==> config.mk <==
export PLATFORM = sky130hd
export DESIGN_NAME = rom_fetch_ctrl
export DESIGN_NICKNAME = d
export VERILOG_FILES = /design/src/rtl/rom_fetch_ctrl.sv
export SDC_FILE = /design/constraint.sdc
export NUM_CORES = 1
export LEC_CHECK = 0
export CAP_MARGIN = 20
export CELL_PAD_IN_SITES_DETAIL_PLACEMENT = 1
export CELL_PAD_IN_SITES_GLOBAL_PLACEMENT = 2
export CORE_MARGIN = 2
export CORE_UTILIZATION = 37
export DETAILED_ROUTE_END_ITERATION = 10
export GPL_ROUTABILITY_DRIVEN = 0
export HOLD_SLACK_MARGIN = 0.06
export PLACE_DENSITY_LB_ADDON = 0.1
export SYNTH_ARGS = -nofsm -noshare
export SYNTH_HDL_FRONTEND = slang
export SYNTH_SLANG_ARGS = --single-unit
export TNS_END_PERCENT = 20
==> constraint.sdc <==
create_clock -name clk -period 6.5 [get_ports clk]
set_input_delay 1.3 -clock clk [delete_from_list [all_inputs] [get_ports clk]]
set_output_delay 1.3 -clock clk [all_outputs]
set_load 0.05 [all_outputs]
==> src/rtl/rom_fetch_ctrl.sv <==
`default_nettype none
// ============================================================================
// Module   : rom_fetch_ctrl
// Purpose  : Instruction-fetch sequencer for a combinational 32-bit ROM.
//            Owns the PC, drives the ROM byte address, and captures each
//            returned word with its PC into a small in-order queue that is
//            handed to decode over a valid/ready handshake. Handles
//            redirects, downstream backpressure, and halts when it fetches an
//            all-zero word.
// Ports    : clk, rst_n          - clock, asynchronous active-low reset
//            start               - pulse, begins fetching at RESET_PC
//            rom_addr / rom_data - ROM byte address out, read data in
//            redirect_valid/_pc  - taken branch/jump and its target
//            out_valid/_ready    - decode handshake
//            out_instr / out_pc  - queue head instruction and its PC
//            halted              - high while in the HALT state
//            fetch_count         - instructions enqueued since start
// Revision : 1.0 - initial release
// ============================================================================
module rom_fetch_ctrl #(
  parameter int                ADDR_W   = 5,
  parameter int                DATA_W   = 32,
  parameter int                DEPTH    = 2,
  parameter logic [ADDR_W-1:0] RESET_PC = '0
) (
  input  logic              clk,
  input  logic              rst_n,
  input  logic              start,
  output logic [ADDR_W-1:0] rom_addr,
  input  logic [DATA_W-1:0] rom_data,
  input  logic              redirect_valid,
  input  logic [ADDR_W-1:0] redirect_pc,
  output logic              out_valid,
  input  logic              out_ready,
  output logic [DATA_W-1:0] out_instr,
  output logic [ADDR_W-1:0] out_pc,
  output logic              halted,
  output logic [15:0]       fetch_count
);

  localparam int c_PTR_W = $clog2(DEPTH);
  localparam int c_CNT_W = c_PTR_W + 1;
  localparam logic [c_CNT_W-1:0] c_DEPTH = c_CNT_W'(DEPTH);

  localparam logic [1:0] c_IDLE = 2'd0;
  localparam logic [1:0] c_RUN  = 2'd1;
  localparam logic [1:0] c_HALT = 2'd2;

  logic [1:0]         r_state;
  logic [ADDR_W-1:0]  r_pc;
  logic [15:0]        r_fetch_count;

  logic [DATA_W-1:0]  r_instr_q [DEPTH];
  logic [ADDR_W-1:0]  r_pc_q    [DEPTH];
  logic [c_PTR_W-1:0] r_wptr;
  logic [c_PTR_W-1:0] r_rptr;
  logic [c_CNT_W-1:0] r_count;

  logic              w_pop;
  logic              w_space;
  logic              w_flush;
  logic              w_run_slot;
  logic              w_rom_zero;
  logic              w_push;
  logic              w_halt;
  logic [ADDR_W-1:0] w_target;
  logic [1:0]        w_unused_redirect_lsbs;

  // Targets are word aligned; the low address bits carry no information.
  assign w_target               = {redirect_pc[ADDR_W-1:2], 2'b00};
  assign w_unused_redirect_lsbs = redirect_pc[1:0];

  // A redirect flushes the queue in RUN and HALT; in IDLE it is ignored.
  assign w_flush    = redirect_valid & (r_state != c_IDLE);
  assign w_pop      = (r_count != '0) & out_ready;
  // A full queue can still accept when the head leaves in the same cycle.
  assign w_space    = (r_count < c_DEPTH) | w_pop;
  assign w_run_slot = (r_state == c_RUN) & ~redirect_valid & w_space;
  assign w_rom_zero = (rom_data == '0);
  assign w_push     = w_run_slot & ~w_rom_zero;
  assign w_halt     = w_run_slot & w_rom_zero;

  // --------------------------------------------------------------------------
  // Sequencer: state, PC and fetch counter
  // --------------------------------------------------------------------------
  always_ff @(posedge clk or negedge rst_n) begin
    if (!rst_n) begin
      r_state       <= c_IDLE;
      r_pc          <= RESET_PC;
      r_fetch_count <= '0;
    end else begin
      case (r_state)
        c_IDLE: begin
          if (start) begin
            r_state       <= c_RUN;
            r_pc          <= RESET_PC;
            r_fetch_count <= '0;
          end
        end
        c_RUN: begin
          if (redirect_valid) begin
            r_pc <= w_target;
          end else if (w_push) begin
            r_pc          <= r_pc + ADDR_W'(4);
            r_fetch_count <= r_fetch_count + 16'd1;
          end else if (w_halt) begin
            r_state <= c_HALT;
          end
          // With no space the PC holds and the ROM simply re-reads it.
        end
        c_HALT: begin
          if (redirect_valid) begin
            r_state <= c_RUN;
            r_pc    <= w_target;
          end
        end
        default: begin
          r_state <= c_IDLE;
        end
      endcase
    end
  end

  // --------------------------------------------------------------------------
  // Fetch queue: circular buffer with a separate occupancy counter
  // --------------------------------------------------------------------------
  always_ff @(posedge clk or negedge rst_n) begin
    if (!rst_n) begin
      r_wptr  <= '0;
      r_rptr  <= '0;
      r_count <= '0;
      for (int i = 0; i < DEPTH; i++) begin
        r_instr_q[i] <= '0;
        r_pc_q[i]    <= '0;
      end
    end else if (w_flush) begin
      // Flush takes priority over a concurrent pop: the head is dropped,
      // not handed to decode.
      r_wptr  <= '0;
      r_rptr  <= '0;
      r_count <= '0;
    end else begin
      if (w_push) begin
        r_instr_q[r_wptr] <= rom_data;
        r_pc_q[r_wptr]    <= r_pc;
        r_wptr            <= r_wptr + c_PTR_W'(1);
      end
      if (w_pop) begin
        r_rptr <= r_rptr + c_PTR_W'(1);
      end
      case ({w_push, w_pop})
        2'b10:   r_count <= r_count + c_CNT_W'(1);
        2'b01:   r_count <= r_count - c_CNT_W'(1);
        default: r_count <= r_count;
      endcase
    end
  end

  assign rom_addr    = r_pc;
  assign out_valid   = (r_count != '0);
  assign out_instr   = r_instr_q[r_rptr];
  assign out_pc      = r_pc_q[r_rptr];
  assign halted      = (r_state == c_HALT);
  assign fetch_count = r_fetch_count;

endmodule
`default_nettype wire

==> flow_metrics.tcl <==
set metrics [dict create \
    status "finished clean" \
    grt-busiest-layer "met2" \
    setup_tns_ps 0 \
    holdBufCountCts 0 \
    overflow 0 \
    ys_ff_latch 95 \
    critical_path_class "primary input to flip-flop" \
    met2_usage_pct 30.1 \
    cts_root_buf "clkbuf_16" \
    fillers 1338 \
    dieArea_um2 13700 \
    fin_nets 506 \
    grt_pass1_wl_um 18000 \
    hold_viol 0 \
    firstDrtPassIters 4 \
    irDropWorstVdd_mv 0.173 \
    place_hpwl_um 7830 \
    critPathBufInv 1 \
    areaGrowthSynthToFinish_pct 27.8 \
    skew_ps 3.64 \
    critPathTopFamily "simple AND/OR/NAND/NOR gates" \
    die_w_um 117 \
    slowest_stage "or2_2" \
    yosysWarnings 0 \
    syn_inst 366 \
    synth_edf_count 0 \
    io_pins 102 \
    cts_setup_buffers 0 \
    power_mw 3.31 \
    post_drt_via_cell_ratio 5.19 \
    grt_use_met3_pct 2.99 \
    relSlewSlack_pct 36.6 \
    power_density_nw_per_um2 550 \
    worstSetupEndpointType "flip-flop" \
    clk_latency_ps 340 \
    rows 41 \
    synth_seq_area_share_pct 50.4 \
    drt.antenna.violating_nets 0 \
    p_leak_nw 2.51 \
    setup_viol 0 \
    syn_area_um2 4720 \
    grt.total_usage_pct 17.4 \
    rsz0062_at_grt "no" \
    core_um2 12500 \
    cts_buffers 9 \
    period_needed_ps 3990 \
    groute.layer.met1.usage_pct 21.6 \
    floorplan.initialDensity_pct 37.7 \
    synthArstFlopShare_pct 100 \
    synthFlopType "dfrtp_1" \
    cp.arrival_ps 4220 \
    clkTransAtPathRegs_ps 70 \
    vias 3292 \
    cp.required_ps 6730 \
    port_buffers 95 \
    antenna_found_initial 0 \
    layout_worst_path_cycle_share_pct 61.4 \
    critPathMaxStageDelay_ps 780 \
    drt_iter0_markers 77 \
    worst_slew_pin_slew_ps 951 \
    drc_errors 0 \
    diodes 0 \
    critPathLaunchType "primary input" \
    wirelength_um 11400 \
    fp.dieH_um 117 \
    avgSynthCellArea_um2 12.9 \
    clock_sinks 95 \
    min-delay-path-class "flip-flop to flip-flop" \
    synth.distinct_cells 47 \
    grt_pass1_vias 3533 \
    fin_util_pct 48.2 \
    ctsResizeCount 0 \
    drive_gt1_share_pct 29.7 \
    drv_slew 0 \
    maxCapViolations 0 \
    grt_max_degree 55 \
    crit_chain "clkdlybuf4s50_1, nor4_1, nand4_1, o21ai_2, or2_2, mux2_2" \
    cts_tree "yes" \
    fmax_ghz 0.251 \
    wl_per_cell_um 17.9 \
    critPathMaxFanout 36 \
    clockBufferDepth 2 \
    cts.htree.levels 3 \
]
[through the flow]
stage	hold WS [ps]	worst slack, ps	cell area (um2)	instances
after global placement	470	2120	5750	617
after floorplan	459	3580	4730	369
after CTS	507	2460	6020	633
final	504	2510	6030	634
after detailed placement	491	2100	5750	617
after global routing	517	2230	6030	634
[routing by layer]
layer / up-vias / wire (um)
met5: - / 0
li1: 1534 / -
met2: 61 / 5830
met3: 11 / 336
met1: 1686 / 5010
met4: 0 / 176
[flip-flops by register name (all words and copies together) (netlist names)]
signal       cells
r_pc_q           6
fetch_count     16
r_state          2
rom_addr         3
r_count          2
r_instr_q       64
r_wptr           1
r_rptr           1
[report_power, final]
part           internal, mW  total (mW)  switching, mW  leakage (nW)
clock                 0.257       0.486          0.229         0.124
combinational         0.759        1.80           1.04          1.19
sequential            0.836        1.02          0.187          1.19
[Yosys cell counts, types with 4 or more instances]
cell type	instances	area share (%)
a21oi_1	4	0.42
ha_1	7	1.9
inv_1	8	0.64
a31oi_1	11	1.5
nor2_1	7	0.56
a211o_1	5	0.93
o311a_1	5	1.1
buf_6	7	1.7
mux2_2	109	26
dfrtp_1	95	50
nor4_1	13	1.7
nand4_1	5	0.66
nand3_1	6	0.64
nor2b_1	6	0.80
nand2_1	10	0.80
buf_4	4	0.64
a22oi_1	4	0.64
o21ai_0	9	0.96
[worst reg2reg max path: stages (launching register included)]
cell      delay (ps)
dfrtp_1          410
inv_1            110
ha_1             750
nand2b_4         100
nor2_1           280
o21ai_2          170
or2_2            640
mux2_2           470
[cell type report]
type	count	area (um2)	share of cell area (%)
Inverter	8	30.0	0.498
Timing Repair Buffer	97	963	16.0
Tap cell	172	215	3.57
Clock buffer	10	229	3.80
Multi-Input combinational cell	246	2170	36.1
Clock inverter	6	37.5	0.623
Sequential cell	95	2380	39.5
[final timing paths]
kind,startpoint,endpoint,slack (ps),cells past startpoint
worst max register to register,r_state[1],r_pc_q[8],3460,7
worst min register to register,r_instr_q[11],r_instr_q[11],500,1
min in group asynchronous,rst_n,r_instr_q[39],940,1
worst max-delay path,rom_data[18],r_pc_q[8],2510,6
max in group asynchronous,rst_n,r_instr_q[42],4440,2
worst min-delay path,r_instr_q[11],r_instr_q[11],500,1
[cells by family (layout without fill, tap and decap cells)]
kind of cell / after synthesis / in the layout / share of synthesized area (%)
AO/OA/AOI/OAI: 55 / 55 / 8.33
AND/OR/NAND/NOR: 63 / 63 / 7.83
buffers and inverters: 28 / 121 / 3.74
adder cells (fa/ha/maj): 7 / 7 / 1.86
multiplexers: 113 / 113 / 27.0
XOR/XNOR: 4 / 4 / 0.743
other: 1 / 4 / 0.0795
flip-flops: 95 / 95 / 50.4
[cells in the final DEF, fill, tap and decap left out, types with 2 or more instances in the layout]
cell type        instances
mux2i_1                  2
xnor2_1                  2
and3_1                   3
a31oi_1                 11
o211ai_1                 3
clkinv_2                 3
nor3_1                   3
buf_4                    3
a22o_1                   2
o311a_1                  5
or2_2                    2
nand3_1                  6
a22oi_1                  4
nand4_1                  5
a21oi_1                  4
ha_1                     7
o21ai_0                  9
clkbuf_16                9
xor2_1                   2
nor2b_1                  6
mux2_2                 109
nor4_1                  13
o21bai_1                 2
nand2b_1                 3
dfrtp_1                 94
nor2_1                   7
clkdlybuf4s50_1         94
clkinvlp_4               3
nand2_1                 10
conb_1                   4
o21ba_2                  2
inv_1                    8
a211o_1                  5
o21ai_1                  2
Power figures use the tool's default switching activity.
